==> src/rtl/pool_pkg.sv <==
// Shared types and helpers for the frame-level accumulator arbiter.
package pool_pkg;

  localparam int DEFAULT_COUNT_BITS = 16;

  typedef enum logic [1:0] {
    IDLE   = 2'd0,
    STREAM = 2'd1,
    DRAIN  = 2'd2
  } arb_state_t;

  // Width of a requester id; never narrower than one bit.
  function automatic int id_width(input int n);
    return (n > 1) ? $clog2(n) : 1;
  endfunction

endpackage

==> src/rtl/rr_picker.sv <==
// Combinational search: first set bit of req at or after ptr, wrapping past N-1 to 0.
module rr_picker
  import pool_pkg::*;
#(
  parameter int N   = 4,
  parameter int IDW = id_width(N)
) (
  input  logic [N-1:0]   req,
  input  logic [IDW-1:0] ptr,
  output logic           found,
  output logic [IDW-1:0] idx
);

  logic [2*N-1:0] req_dbl;
  logic [N-1:0]   rot;
  int             pos;

  // Duplicating the vector turns the wrap-around into a plain slice.
  assign req_dbl = {req, req};

  genvar gi;
  generate
    for (gi = 0; gi < N; gi++) begin : g_rot
      assign rot[gi] = req_dbl[int'(ptr) + gi];
    end
  endgenerate

  always_comb begin
    found = 1'b0;
    pos   = 0;
    for (int i = N - 1; i >= 0; i--) begin
      if (rot[i]) begin
        found = 1'b1;
        pos   = int'(ptr) + i;
      end
    end
    if (pos >= N) begin
      pos = pos - N;
    end
    idx = IDW'(pos);
  end

endmodule

==> src/rtl/pool_arbiter.sv <==
// Frame-level arbiter sharing one global-sum accumulator between REQUESTERS pixel streams.
// Define POOL_ARB_FIXED_PRIO_EN for lowest-index-wins priority instead of round-robin.
module pool_arbiter
  import pool_pkg::*;
#(
  parameter int REQUESTERS = 4,
  parameter int VALUE_BITS = 32,
  parameter int CHANNELS   = 8,
  parameter int COUNT_BITS = DEFAULT_COUNT_BITS
) (
  input  logic                                                  clk,
  input  logic                                                  reset,
  input  logic [REQUESTERS-1:0][CHANNELS-1:0][VALUE_BITS-1:0]   req_data,
  input  logic [REQUESTERS-1:0]                                 req_valid,
  output logic [REQUESTERS-1:0]                                 req_ready,
  input  logic [REQUESTERS-1:0]                                 req_last,
  output logic [CHANNELS-1:0][VALUE_BITS-1:0]                   acc_i_data,
  output logic                                                  acc_i_valid,
  input  logic                                                  acc_i_ready,
  output logic                                                  acc_i_last,
  input  logic [CHANNELS-1:0][VALUE_BITS-1:0]                   acc_o_data,
  input  logic                                                  acc_o_valid,
  output logic                                                  acc_o_ready,
  output logic [CHANNELS-1:0][VALUE_BITS-1:0]                   o_data,
  output logic                                                  o_valid,
  input  logic                                                  o_ready,
  output logic [id_width(REQUESTERS)-1:0]                       o_id,
  output logic [COUNT_BITS-1:0]                                 o_count
);

  localparam int                    IDW       = id_width(REQUESTERS);
  localparam logic [COUNT_BITS-1:0] COUNT_MAX = '1;
  localparam logic [IDW-1:0]        LAST_ID   = IDW'(REQUESTERS - 1);

  arb_state_t            state_q, state_d;
  logic [IDW-1:0]        grant_q, grant_d;
  logic [COUNT_BITS-1:0] count_q, count_d;
  logic [IDW-1:0]        search_from;
  logic                  pick_found;
  logic [IDW-1:0]        pick_idx;
  logic                  streaming;
  logic                  beat;
  logic                  result_done;

  assign streaming   = (state_q == STREAM);
  assign beat        = streaming && req_valid[grant_q] && acc_i_ready;
  assign result_done = (state_q == DRAIN) && acc_o_valid && o_ready;

`ifdef POOL_ARB_FIXED_PRIO_EN
  assign search_from = '0;
`else
  logic [IDW-1:0] ptr_q, ptr_d;

  assign search_from = ptr_q;

  // The requester after the one just served gets first look next time.
  always_comb begin
    ptr_d = ptr_q;
    if (result_done) begin
      ptr_d = (grant_q == LAST_ID) ? '0 : grant_q + 1'b1;
    end
  end

  always_ff @(posedge clk or negedge reset) begin
    if (!reset) begin
      ptr_q <= '0;
    end else begin
      ptr_q <= ptr_d;
    end
  end
`endif

  rr_picker #(
    .N   (REQUESTERS),
    .IDW (IDW)
  ) u_picker (
    .req   (req_valid),
    .ptr   (search_from),
    .found (pick_found),
    .idx   (pick_idx)
  );

  genvar gi;
  generate
    for (gi = 0; gi < REQUESTERS; gi++) begin : g_ready
      assign req_ready[gi] = streaming && (grant_q == IDW'(gi)) && acc_i_ready;
    end
  endgenerate

  always_comb begin
    state_d     = state_q;
    grant_d     = grant_q;
    count_d     = count_q;
    acc_i_data  = '0;
    acc_i_valid = 1'b0;
    acc_i_last  = 1'b0;
    acc_o_ready = 1'b0;
    o_data      = '0;
    o_valid     = 1'b0;
    unique case (state_q)
      IDLE: begin
        if (pick_found) begin
          grant_d = pick_idx;
          count_d = '0;
          state_d = STREAM;
        end
      end
      STREAM: begin
        acc_i_data  = req_data[grant_q];
        acc_i_valid = req_valid[grant_q];
        acc_i_last  = req_valid[grant_q] && req_last[grant_q];
        if (beat) begin
          if (count_q != COUNT_MAX) begin
            count_d = count_q + 1'b1;
          end
          if (req_last[grant_q]) begin
            state_d = DRAIN;
          end
        end
      end
      DRAIN: begin
        o_data      = acc_o_data;
        o_valid     = acc_o_valid;
        acc_o_ready = o_ready;
        if (result_done) begin
          state_d = IDLE;
        end
      end
      default: state_d = IDLE;
    endcase
  end

  always_ff @(posedge clk or negedge reset) begin
    if (!reset) begin
      state_q <= IDLE;
      grant_q <= '0;
      count_q <= '0;
    end else begin
      state_q <= state_d;
      grant_q <= grant_d;
      count_q <= count_d;
    end
  end

  assign o_id    = grant_q;
  assign o_count = count_q;

endmodule

==> config.mk <==
export PLATFORM = sky130hd
export DESIGN_NAME = pool_arbiter
export DESIGN_NICKNAME = d
export VERILOG_FILES = /design/src/rtl/pool_pkg.sv /design/src/rtl/rr_picker.sv /design/src/rtl/pool_arbiter.sv
export SDC_FILE = /design/constraint.sdc
export NUM_CORES = 1
export LEC_CHECK = 0
export CELL_PAD_IN_SITES_DETAIL_PLACEMENT = 1
export CELL_PAD_IN_SITES_GLOBAL_PLACEMENT = 1
export CORE_AREA = 5 5 706 708
export DETAILED_ROUTE_END_ITERATION = 12
export DIE_AREA = 0 0 711 713
export PLACE_DENSITY_LB_ADDON = 0.1
export SYNTH_ARGS = -nofsm -noshare
export SYNTH_HDL_FRONTEND = slang
export SYNTH_SLANG_ARGS = --single-unit
==> constraint.sdc <==
create_clock -name clk -period 6.48 [get_ports clk]
set_input_delay 1.296 -clock clk [delete_from_list [all_inputs] [get_ports clk]]
set_output_delay 1.296 -clock clk [all_outputs]
set_load 0.05 [all_outputs]
==> flow_summary_export.csv <==
group,metric,value,unit
outcome,outcome,"finished, final reports clean",
global_routing,grt_util_all_layers,13.3,%
worst_setup_path,arrival,3980,ps
route,wire_per_inst,37.7,µm
die,start_util,2.23,%
worst_setup_path,crit_fanout,2,
yosys,synth.most_common_cell,"and2_1",
yosys,ys_ff_latch,22,
worst_setup_path,endpoint_kind,"primary output",
timing,rsz0062_at_grt,"false",
die,die_area,0.507,mm²
route,drt.antenna.violating_nets,0,
cts,worstSkewPairLatency,280,ps
power_and_ir_drop,vdd_drop_max,0.208,mV
yosys,synth_cell_types,41,
cts,cts_tree,"done",
timing,tightest_slew,1130,ps
power_and_ir_drop,finalPower,13.7,mW
yosys,synth_flop_cell,"dfrtp_1",
worst_setup_path,worstSetupPathType,"in -> out",
layout,layout-drive-gt1-share,11.1,%
cts,post_cts_buffers,0,
timing,hold_viol_final,0,
route,viasPerCell,2.14,
yosys,async_flop_share,100,%
die,core_area,0.492,mm²
worst_setup_path,start_kind,"input pin",
yosys,avgSynthCellArea,10.3,µm²
timing,finalMaxSlewViolations,0,
worst_setup_path,worstPathRequired,5180,ps
timing,setup_viol,0,
route,drt_wl_total,354000,µm
timing,fin_crit,5280,ps
yosys,syn_nets,2359,
global_routing,grt_pass1_wl,403000,µm
yosys,syn_inst,1060,
cts,htreeDepth,1,
power_and_ir_drop,leakagePower,10.9,nW
die,die_x,711,µm
global_routing,grt_max_degree,103,
timing,setup_tns,0,ps
place,gp_congestion,0.951,
job,drv_cap,0,
cts,clk_path_buf_depth,2,
timing,whs,563,ps
yosys,synth-edff-count,0,
yosys,yosys-top-cells-count,"and2_1, mux4_2, clkbuf_1",
yosys,synthTopCellsByArea,"mux4_2, and2_1, dfrtp_1",
global_routing,first_global_vias,19482,
timing,finClkSkew,5.40,ps
layout,nets,4105,
route,drc,0,
cts,cts_hold_buf,0,
yosys,yosysTopAreaCell,"mux4_2",
cts,numCtsBuffers,3,
power_and_ir_drop,p_per_area,364,mW/mm²
place,dpl.hpwl,332000,µm
die,die_h,713,µm
cts,clkTransAtPathRegs,80,ps
cts,root_buffer,"clkbuf_16",
route,num_vias,20102,
worst_hold_path,hold_path_class,"reg -> reg",
timing,max_slew_margin,24.3,%
cts,clock_sink_count,22,
die,rows,258,
route,drtIter0Drc,1319,
global_routing,antenna_found_initial,532,
cts,cts.repair.resized,0,
global_routing,overflow,0,
yosys,yosysWarnings,0,
place,port-buffer-count,1830,
timing,fmax,189,MHz
layout,syn_to_final_growth,243,%
yosys,synth_seq_area_share,5.02,%
die,io_pins,1831,
yosys,yosys.area.top_type_share,53.0,%
timing,fin_crit_sh,81.5,%
route,drt_pass1_iterations,5,
yosys,syn_area,0.0110,mm²
==> final timing paths <==
path / startpoint / to / slack [ps] / cells after the start
hold / removal: o_count[4] / o_count[4] / 560 / 1
setup / recovery: req_last[0] / acc_i_last / 1200 / 5
hold reg to reg: o_count[4] / o_count[4] / 560 / 1
min in group asynchronous: reset / o_id[0] / 1050 / 1
setup reg to reg: state_q[0] / ptr_q[0] / 3570 / 4
max in group asynchronous: reset / o_id[1] / 4920 / 1
==> placed cells by master (no fill, tap or decap), drive strengths merged, types with 6 or more instances in the layout <==
cell | Yosys | routed
clkdlybuf4s50 | 0 | 1825
and2 | 516 | 516
mux4 | 258 | 258
diode | 0 | 82
buf | 41 | 40
nand2 | 22 | 22
dfrtp | 22 | 22
a31oi | 17 | 17
nor2 | 12 | 12
a21oi | 8 | 8
inv | 7 | 7
and3 | 7 | 7
o21ai | 7 | 7
ha | 6 | 6
==> registers in the layout, indices dropped and copies added, names as in the netlist <==
| signal | cells |
|---|---|
| o_id | 2 |
| o_count | 16 |
| state_q | 2 |
| ptr_q | 2 |
==> cell families after synthesis <==
kind of cell | count (synthesis) | synth area share (%)
flip-flops | 22 | 5.02
AO/OA/AOI/OAI | 52 | 3.23
buffers and inverters | 131 | 4.89
AND/OR/NAND/NOR | 586 | 32.7
multiplexers | 263 | 53.5
adder cells (fa/ha/maj) | 6 | 0.685
==> worst max-delay path, cell delays in order <==
cell and delay, ps:
clkdlybuf4s50_1 860, mux4_2 410, nand2_1 130, nor2_1 350, clkdlybuf4s50_1 910
==> layout make-up <==
| cell class | instances | area [µm²] |
|---|---|---|
| tap | 6500 | 8130 |
| multi-input combinational | 907 | 9890 |
| sequential | 22 | 558 |
| clock inverter | 1 | 30.0 |
| inverter | 7 | 26.3 |
| antenna | 82 | 205 |
| timing repair buffer | 1865 | 18700 |
| fill | 57915 | 454000 |
| clock buffer | 3 | 75.1 |
==> power by group <==
| part | total [mW] | leakage (nW) | switching (mW) | internal (mW) |
|---|---|---|---|---|
| sequential | 0.362 | 0.280 | 0.190 | 0.172 |
| combinational | 13.2 | 10.6 | 8.57 | 4.59 |
| clock | 0.195 | 0.0516 | 0.0711 | 0.124 |
==> routing by layer <==
metal	part of all wire, %	vias to the layer above	global-route usage (%)
met1	41	9770	16.3
met4	1.3	146	0.314
met3	9.7	736	5.26
met2	48	1880	23.1
met5	0.27	-	0
li1	-	7570	-
==> metrics by stage <==
stage / std cells / utilization [%] / cell area [µm²] / setup slack, ps
after floorplan: 1060 / - / 11000 / 2660
after global placement: 9301 / 7.59 / 37300 / 1110
after detailed placement: 9301 / 7.59 / 37300 / 1090
after CTS: 9305 / 7.61 / 37400 / 1070
after global routing: 9308 / 7.61 / 37400 / 1090
final: 9387 / 7.65 / 37600 / 1200
Power figures use the tool's default switching activity.
